<file path="src/rtl/sweep_pkg.sv">
// Shared definitions for the frequency sweep controller.
package sweep_pkg;

  localparam int unsigned ACC_W_DEF = 40;

  typedef enum logic [2:0] {
    S_IDLE,
    S_SETTLE,
    S_DWELL,
    S_EMIT,
    S_NEXT
  } state_e;

  // A dwell of zero still takes one sample per point.
  function automatic logic [15:0] dwell_eff(input logic [15:0] d);
    return (d == '0) ? 16'd1 : d;
  endfunction

endpackage

</file>
<file path="src/rtl/sample_counter.sv">
// Down-counter of accepted sample strobes; flags the last one of a run.
module sample_counter (
  input  logic        clk,
  input  logic        rst_n,
  input  logic        load_i,
  input  logic [15:0] load_val_i,
  input  logic        cnt_i,
  output logic        term_o
);

  logic [15:0] cnt_q, cnt_d;

  // Load takes priority over counting; the count never wraps below zero.
  always_comb begin
    cnt_d = cnt_q;
    if (load_i) begin
      cnt_d = load_val_i;
    end else if (cnt_i && (cnt_q != '0)) begin
      cnt_d = cnt_q - 16'd1;
    end
  end

  // Counter register.
  always_ff @(posedge clk or negedge rst_n) begin
    if (!rst_n) cnt_q <= '0;
    else        cnt_q <= cnt_d;
  end

  assign term_o = (cnt_q == 16'd1);

endmodule

</file>
<file path="src/rtl/sweep_ctrl.sv">
// Stepped-frequency sweep controller: steps the DDS increment, discards
// settling samples, accumulates dwell samples and hands each point out.
module sweep_ctrl
  import sweep_pkg::*;
#(
  parameter logic [31:0] RESET_INC = 32'd500000,
  parameter int          ACC_W     = ACC_W_DEF
) (
  input  logic                    clk,
  input  logic                    rst_n,
  input  logic                    start,
  input  logic                    abort,
  input  logic [31:0]             start_inc,
  input  logic [31:0]             stop_inc,
  input  logic [31:0]             step_inc,
  input  logic [15:0]             dwell,
  input  logic [7:0]              settle,
  input  logic                    sample_stb,
  input  logic [23:0]             adc_data,
  output logic [31:0]             phase_inc,
  output logic                    busy,
  output logic                    pt_valid,
  input  logic                    pt_ready,
  output logic [31:0]             pt_inc,
  output logic signed [ACC_W-1:0] pt_acc,
  output logic                    done
);

  state_e                  state_q, state_d;
  logic [31:0]             phase_q, phase_d;
  logic [31:0]             stop_q, stop_d;
  logic [31:0]             step_q, step_d;
  logic [15:0]             dwell_q, dwell_d;
  logic [7:0]              settle_q, settle_d;
  logic                    busy_q, busy_d;
  logic                    valid_q, valid_d;
  logic                    done_q, done_d;
  logic [31:0]             pinc_q, pinc_d;
  logic signed [ACC_W-1:0] pacc_q, pacc_d;
  logic signed [ACC_W-1:0] acc_q, acc_d;
  logic signed [ACC_W-1:0] sample_ext, acc_sum;
  logic [32:0]             nxt;
  logic                    sweep_end;
  logic                    strobe_ok, cnt_term, cnt_last, cnt_load;
  logic [15:0]             cnt_val;

  // Strobes only count while the state register already holds SETTLE or
  // DWELL, so a strobe on an entry edge is never credited to the new state.
  assign strobe_ok  = sample_stb && ((state_q == S_SETTLE) || (state_q == S_DWELL));
  assign cnt_last   = strobe_ok && cnt_term;
  assign sample_ext = {{(ACC_W-24){adc_data[23]}}, adc_data};
  assign acc_sum    = acc_q + sample_ext;
  assign nxt        = {1'b0, phase_q} + {1'b0, step_q};
  assign sweep_end  = (step_q == '0) || nxt[32] || (nxt[31:0] > stop_q);

  sample_counter u_cnt (
    .clk        (clk),
    .rst_n      (rst_n),
    .load_i     (cnt_load),
    .load_val_i (cnt_val),
    .cnt_i      (strobe_ok),
    .term_o     (cnt_term)
  );

  // State and datapath registers.
  always_ff @(posedge clk or negedge rst_n) begin
    if (!rst_n) begin
      state_q  <= S_IDLE;
      phase_q  <= RESET_INC;
      stop_q   <= '0;
      step_q   <= '0;
      dwell_q  <= '0;
      settle_q <= '0;
      busy_q   <= 1'b0;
      valid_q  <= 1'b0;
      done_q   <= 1'b0;
      pinc_q   <= '0;
      pacc_q   <= '0;
      acc_q    <= '0;
    end else begin
      state_q  <= state_d;
      phase_q  <= phase_d;
      stop_q   <= stop_d;
      step_q   <= step_d;
      dwell_q  <= dwell_d;
      settle_q <= settle_d;
      busy_q   <= busy_d;
      valid_q  <= valid_d;
      done_q   <= done_d;
      pinc_q   <= pinc_d;
      pacc_q   <= pacc_d;
      acc_q    <= acc_d;
    end
  end

  // Next-state selection; abort overrides everything outside IDLE.
  always_comb begin
    state_d = state_q;
    if (abort && (state_q != S_IDLE)) begin
      state_d = S_IDLE;
    end else begin
      case (state_q)
        S_IDLE:   if (start && !abort) state_d = S_SETTLE;
        S_SETTLE: if ((settle_q == '0) || cnt_last) state_d = S_DWELL;
        S_DWELL:  if (cnt_last) state_d = S_EMIT;
        S_EMIT:   if (pt_ready) state_d = S_NEXT;
        S_NEXT:   state_d = sweep_end ? S_IDLE : S_SETTLE;
        default:  state_d = S_IDLE;
      endcase
    end
  end

  // Registered-output and datapath next values.
  always_comb begin
    phase_d  = phase_q;
    stop_d   = stop_q;
    step_d   = step_q;
    dwell_d  = dwell_q;
    settle_d = settle_q;
    busy_d   = busy_q;
    valid_d  = valid_q;
    done_d   = 1'b0;
    pinc_d   = pinc_q;
    pacc_d   = pacc_q;
    acc_d    = acc_q;
    cnt_load = 1'b0;
    cnt_val  = {8'd0, settle_q};
    if (abort && (state_q != S_IDLE)) begin
      busy_d  = 1'b0;
      valid_d = 1'b0;
      done_d  = 1'b1;
    end else begin
      case (state_q)
        S_IDLE: begin
          if (start && !abort) begin
            phase_d  = start_inc;
            stop_d   = stop_inc;
            step_d   = step_inc;
            dwell_d  = dwell;
            settle_d = settle;
            acc_d    = '0;
            busy_d   = 1'b1;
            cnt_load = 1'b1;
            cnt_val  = {8'd0, settle};
          end
        end
        S_SETTLE: begin
          if ((settle_q == '0) || cnt_last) begin
            cnt_load = 1'b1;
            cnt_val  = dwell_eff(dwell_q);
          end
        end
        S_DWELL: begin
          if (strobe_ok) acc_d = acc_sum;
          if (cnt_last) begin
            valid_d = 1'b1;
            pinc_d  = phase_q;
            pacc_d  = acc_sum;
          end
        end
        S_EMIT: begin
          if (pt_ready) valid_d = 1'b0;
        end
        S_NEXT: begin
          if (sweep_end) begin
            done_d = 1'b1;
            busy_d = 1'b0;
          end else begin
            phase_d  = nxt[31:0];
            acc_d    = '0;
            cnt_load = 1'b1;
          end
        end
        default: ;
      endcase
    end
  end

  assign phase_inc = phase_q;
  assign busy      = busy_q;
  assign pt_valid  = valid_q;
  assign pt_inc    = pinc_q;
  assign pt_acc    = pacc_q;
  assign done      = done_q;

endmodule

</file>
<file path="config.mk">
export PLATFORM = sky130hd
export DESIGN_NAME = sweep_ctrl
export DESIGN_NICKNAME = d
export VERILOG_FILES = /design/src/rtl/sweep_pkg.sv /design/src/rtl/sample_counter.sv /design/src/rtl/sweep_ctrl.sv
export SDC_FILE = /design/constraint.sdc
export NUM_CORES = 1
export LEC_CHECK = 0
export CORE_MARGIN = 2
export CORE_UTILIZATION = 50
export CTS_CLUSTER_SIZE = 14
export DETAILED_ROUTE_END_ITERATION = 8
export HOLD_SLACK_MARGIN = 0.06
export PLACE_DENSITY = 0.75
export SLEW_MARGIN = 15
export SYNTH_ARGS = -nofsm -noshare
export SYNTH_HDL_FRONTEND = slang
export SYNTH_HIERARCHICAL = 1
export SYNTH_SLANG_ARGS = --single-unit
</file>
<file path="constraint.sdc">
create_clock -name clk -period 5.35 [get_ports clk]
set_input_delay 1.605 -clock clk [delete_from_list [all_inputs] [get_ports clk]]
set_output_delay 1.605 -clock clk [all_outputs]
set_load 0.1 [all_outputs]
</file>
# After elaboration in Yosys (flattened, before gate mapping)
# Cells that the tools add are included.
# classes
reduce_logical	28
n_lt_le_gt_ge	1
n_addsub	3
n_bitwise	1
muxes	37
n_eq_ne	13
# ops
operator	count
two-way mux 40 bit	3
case mux 40 bit (3 select lines)	1
two-way mux 16 bit	5
two-way mux 32 bit	2
case mux 32 bit (2 select lines)	1
adder 40 x 24 -> 40 bit	1
adder 32 x 32 -> 33 bit	1
> comparator 32 bit	1
zero test 32 bit	1
case mux 16 bit (2 select lines)	1
== test 16 x 1 -> 1 bit (second input constant)	1
zero test 16 bit	1
nonzero test 16 bit	1
subtractor 16 x 1 -> 16 bit (second input constant)	1
two-way mux 3 bit	5
case mux 3 bit (5 select lines)	1
two-way mux 1 bit	14
AND reduction 3 bit	4
nonzero test 3 bit	4
inequality test 3 bit (second input constant)	3
zero test 8 bit	1
two-way mux 8 bit	1
AND reduction 4 bit	2
== test 3 x 2 -> 1 bit (second input constant)	2
other kinds (14)	25
# totals
out_inout_bits	107
ff_bits	254
input_bits	150

# Longest topological paths before layout
# depth
ltp_word	9
depth_mapped	26
mapped_depth_nobuf	25

# Modules after synthesis
# The synthesis kept the hierarchy.
# modules_own_cells
mod	area_per_inst_um2	cells_per_inst	n_inst
sweep_ctrl	14322.5	1368	1
sample_counter	1102.3	132	1

# Worst setup path before layout
# No wires, ideal clock.
# synth_path
path_type	flip-flop to flip-flop
startpoint	reg phase_q[1] (netlist: phase_inc[1])
endpoint	reg u_cnt.cnt_q[9]
path_slack_ns	-0.189
t_required_ns	5.213
setup_ns	0.137
n_path_buf	1
path_stages_with_launch	24
t_arrival_ns	5.402
cell_sequence	dfrtp_1 ha_1 a21o_1 a21oi_2 o21a_1 o41ai_2 a221o_1 a31o_2 a41oi_4 o31ai_1 xor2_1 ha_1 nand4_1 or3_1 nor2_1 nand3_1 a211oi_1 and2_4 a32oi_1 nor2_1 clkbuf_1 nor2_1 o2111ai_1 nand3_1
# synth_via
elab_chain_cells	7
# synth_rtl
item	line_no	text
start, declared	sweep_ctrl.sv:30	logic [31:0] phase_q, phase_d;
start signal, assigned	sweep_ctrl.sv:82	phase_q <= phase_d;
adder 32 x 32 -> 33 bit (*)	sweep_ctrl.sv:53	assign nxt = {1'b0, phase_q} + {1'b0, step_q};
> comparator 32 bit or logical OR 1 bit (tied branches)	sweep_ctrl.sv:54	assign sweep_end = (step_q == '0) || nxt[32] || (nxt[31:0] > stop_q);
logical OR 1 bit (*)	sweep_ctrl.sv:54	
two-way mux 1 bit (*)	sweep_ctrl.sv:165	if (sweep_end) begin
case mux 1 bit (3 select lines) (*)	sweep_ctrl.sv:133	case (state_q)
two-way mux 1 bit (*)	sweep_ctrl.sv:128	if (abort && (state_q != S_IDLE)) begin
net cnt_load	sweep_ctrl.sv:44	logic strobe_ok, cnt_term, cnt_last, cnt_load;
two-way mux 16 bit or nonzero test 2 bit (tied branches)	--	
end signal, assigned	sample_counter.sv:26	else cnt_q <= cnt_d;
end, declared	sample_counter.sv:11	logic [15:0] cnt_q, cnt_d;
# The timed path passes the listed nets; every way through them passes the cells marked *.
# A chain may end at the register's enable or synchronous reset.

# Final worst setup path
# layout_path
startpoint	reg step_q[0]
endpoint	reg u_cnt.cnt_q[4]
# layout_via
elab_chain_cells	7
# layout_rtl
item	line_no	text
start, declared	sweep_ctrl.sv:32	logic [31:0] step_q, step_d;
start signal, assigned	sweep_ctrl.sv:84	step_q <= step_d;
adder 32 x 32 -> 33 bit or zero test 32 bit (tied branches)	sweep_ctrl.sv:53, sweep_ctrl.sv:54	
> comparator 32 bit or logical OR 1 bit (tied branches)	sweep_ctrl.sv:54	
logical OR 1 bit (*)	sweep_ctrl.sv:54	
two-way mux 1 bit (*)	sweep_ctrl.sv:165	
case mux 1 bit (3 select lines) (*)	sweep_ctrl.sv:133	
two-way mux 1 bit (*)	sweep_ctrl.sv:128	
net cnt_load	sweep_ctrl.sv:44	
two-way mux 16 bit or nonzero test 2 bit (tied branches)	--	
# Marked as above.

==> flow_metrics.tcl <==
set metrics [dict create \
    first_pass_iters 6 \
    grt_max_degree 118 \
    clock_path_buffers 3 \
    place_inst 2126 \
    hp-start "acc_q[5]" \
    drv_slew 0 \
    setup_violations 0 \
    clock_skew_ps 18.9 \
    yosysSeqAreaShare 0.413 \
    final_util 0.650 \
    viasPerCell 5.84 \
    finalHoldViolations 0 \
    die_h_um 180 \
    drt_iter0_markers 734 \
    instances_no_fill 2190 \
    relSlewSlack 0.247 \
    initial_utilization 0.506 \
    num_rows 64 \
    synth_ff_type "dfrtp_1" \
    clkLatencyLatePin_ps 560 \
    reg2reg_slack_ps 70 \
    p_leak_nw 9.05 \
    antenna_found_initial 0 \
    tightest_slew_ps 1130 \
    worstSetupPathType "reg2reg" \
    pre_cts_ws_ps -154 \
    peakVddDrop_v 0.000491 \
    grt_pass1_vias 12900 \
    synthCells 1500 \
    synth_cell_types 86 \
    cp-startpoint "step_q[0]" \
    period_needed_ps 5280 \
    cp_cell_sequence "ha_1 > fa_2 > a21o_1 > a21oi_2 > o21a_1 > o31ai_4 > a211oi_4 > buf_4 > o31ai_2 > o211ai_1 > xnor2_2 > ha_1 > nand4_1 > or3_4 > o31ai_2 > a211oi_2 > and2_4 > a32oi_2 > nor2_2 > buf_4 > buf_6 > and2_1 > a31oi_1 > o41ai_2" \
    cts_root_buf "clkbuf_16" \
    status "complete, no violations" \
    maxCapViolations 0 \
    synth_area_sq_um 15400 \
    cp_top_family "compound AO/OA/AOI/OAI gates" \
    vias 12800 \
    ys_warn_count 6 \
    place.gp.congestion 0.926 \
    antenna_left 0 \
    dpl.hpwl_mm 32.0 \
    dieWidth_um 180 \
    syn_area_per_cell_sq_um 10.3 \
    p_per_area_nw_per_um2 567 \
    pin_count 257 \
    synth_edf_count 0 \
    finalWorstSetupSlack_ps 66.0 \
    area_delta_synth_final_pct 28.6 \
    max_freq_mhz 189 \
    syn_nets 1757 \
    port_buffers 256 \
    tritoncts "done" \
    cts_hold_buffers 0 \
    cts.sink_count 254 \
    crit_fanout 10 \
    ys_seq_elements 254 \
    grt_usage 0.259 \
    wl_per_cell_um 19.7 \
    arrival_ps 5710 \
    grt_first_pass_wirelength_mm 68.9 \
    overflow 0 \
    path_buf_inv 3 \
    cp-start-kind "flip-flop" \
    core_area_sq_um 30500 \
    final.period_utilization 0.988 \
    setup_tns_ps 0 \
    worstPathRequired_ps 5780 \
    worst_path_max_delay_cell "or3_4" \
    fp.dieArea_sq_um 32300 \
    ys_async_sr_fraction 1.00 \
    r2r_start "step_q[0]" \
    cp-end-kind "flip-flop" \
    finalNetCount 2027 \
    cts.clk_slew.worst_paths_ps 60 \
    htree_levels 1 \
    drc 0 \
    hold_path.class "reg2reg" \
    drive_gt1_frac 0.180 \
    cts_made_buffers 29 \
    wl_mm 43.2 \
    critPathMaxStageDelay_ps 410 \
]
-- final timing paths --
kind | endpoint | cells after the start
worst max-delay path | u_cnt/cnt_q[4] | 24
worst min-delay path | acc_q[5] | 2
worst max register to register | u_cnt/cnt_q[4] | 24
worst min register to register | acc_q[5] | 2
max in group asynchronous | u_cnt/cnt_q[6] | 2
min in group asynchronous | phase_inc[27] | 1
-- cells by family after synthesis --
kind of cell,synth area share
muxes,0.128
xor gates and xnor gates,0.0375
and+or+nand+nor,0.122
AOI/OAI and AO/OA,0.179
buffers and inverters,0.0334
adders and majority gates,0.0878
DFF,0.413
-- timing repair --
action / in CTS / in global routing
cloned: 0 / 1
pin swaps: 0 / 14
setup endpoints to repair: 19 / 87
setup buffers: 0 / 8
gates resized for setup: 4 / 22
-- Yosys cell counts, drive strengths merged (12+ instances only) --
master / number / area share
a21oi: 88 / 0.029
nand2b: 13 / 0.0053
o21ai: 108 / 0.035
nor3: 15 / 0.0049
nand4: 23 / 0.0093
nor4: 19 / 0.0077
clkbuf: 55 / 0.014
a22o: 33 / 0.019
nor2: 63 / 0.015
ha: 105 / 0.085
o21a: 12 / 0.0058
a21o: 55 / 0.027
xnor2: 43 / 0.024
dfrtp: 247 / 0.40
xor2: 23 / 0.013
nand3: 22 / 0.0071
nor2b: 20 / 0.0081
mux2: 162 / 0.12
nand2: 124 / 0.030
inv: 61 / 0.015
buf: 12 / 0.0045
and2: 17 / 0.0071
a31oi: 16 / 0.0065
o31ai: 12 / 0.0076
-- sequential cells by signal (all words and copies together) (netlist names) --
name,flops
pt_inc,32
phase_inc,32
settle_q,8
done,1
acc_q,40
pt_acc,40
pt_valid,1
u_cnt/cnt_q,16
busy,1
step_q,32
state_q,3
stop_q,32
dwell_q,16
-- final cells by class --
cell class | count | area, sq um
fill | 2476 | 10700
tap | 396 | 495
timing repair buffer | 306 | 3020
multi-input combinational | 1118 | 8690
inverter | 61 | 231
clock buffer | 40 | 837
clock inverter | 14 | 186
sequential | 254 | 6370
antenna | 1 | 2.50
-- worst register-to-register path, cell delays in order, from the launching register on --
cell      delay, ps
dfrtp_1         390
ha_1            210
fa_2            230
a21o_1          140
a21oi_2          70
o21a_1          240
o31ai_4         360
a211oi_4        120
buf_4           180
o31ai_2         260
o211ai_1        180
xnor2_2         200
ha_1            310
nand4_1         130
or3_4           410
o31ai_2         350
a211oi_2        130
and2_4          180
a32oi_2         210
nor2_2           70
buf_4           170
buf_6           140
and2_1          150
a31oi_1         220
o41ai_2         110
-- metrics by stage --
stage | cell area, sq um | total power [W] | hold WS (ps)
final | 19800 | 0.0113 | 481
after global placement | 18600 | 0.00871 | 464
after global routing | 19800 | 0.0120 | 509
after floorplan | 15400 | 0.00699 | 454
after detailed placement | 18600 | 0.00881 | 475
after CTS | 19700 | 0.0110 | 487
-- per-layer routing --
metal | track usage | routed length (um) | up-vias
met5 | 0 | 0 | -
met1 | 0.348 | 19200 | 6274
met4 | 0.0634 | 1100 | 0
met2 | 0.440 | 20500 | 385
li1 | - | - | 6059
met3 | 0.0417 | 2320 | 67
-- cells in the final DEF, fill, tap and decap left out, drive strengths merged, types with 40 or more instances in the layout --
master         instances
clkbuf                40
a21oi                 88
clkdlybuf4s50        255
dfrtp                247
mux2                 162
buf                   51
nand2                124
inv                   63
ha                   105
nor2                  63
o21ai                108
a21o                  55
xnor2                 43
-- power breakdown --
group	leakage (nW)	internal [W]	switching (W)	total, W
Combinational	5.30	0.00256	0.00375	0.00632
Clock	0.502	0.00129	0.000826	0.00211
Sequential	3.25	0.00239	0.000432	0.00282
(Power assumes the default switching activity.)
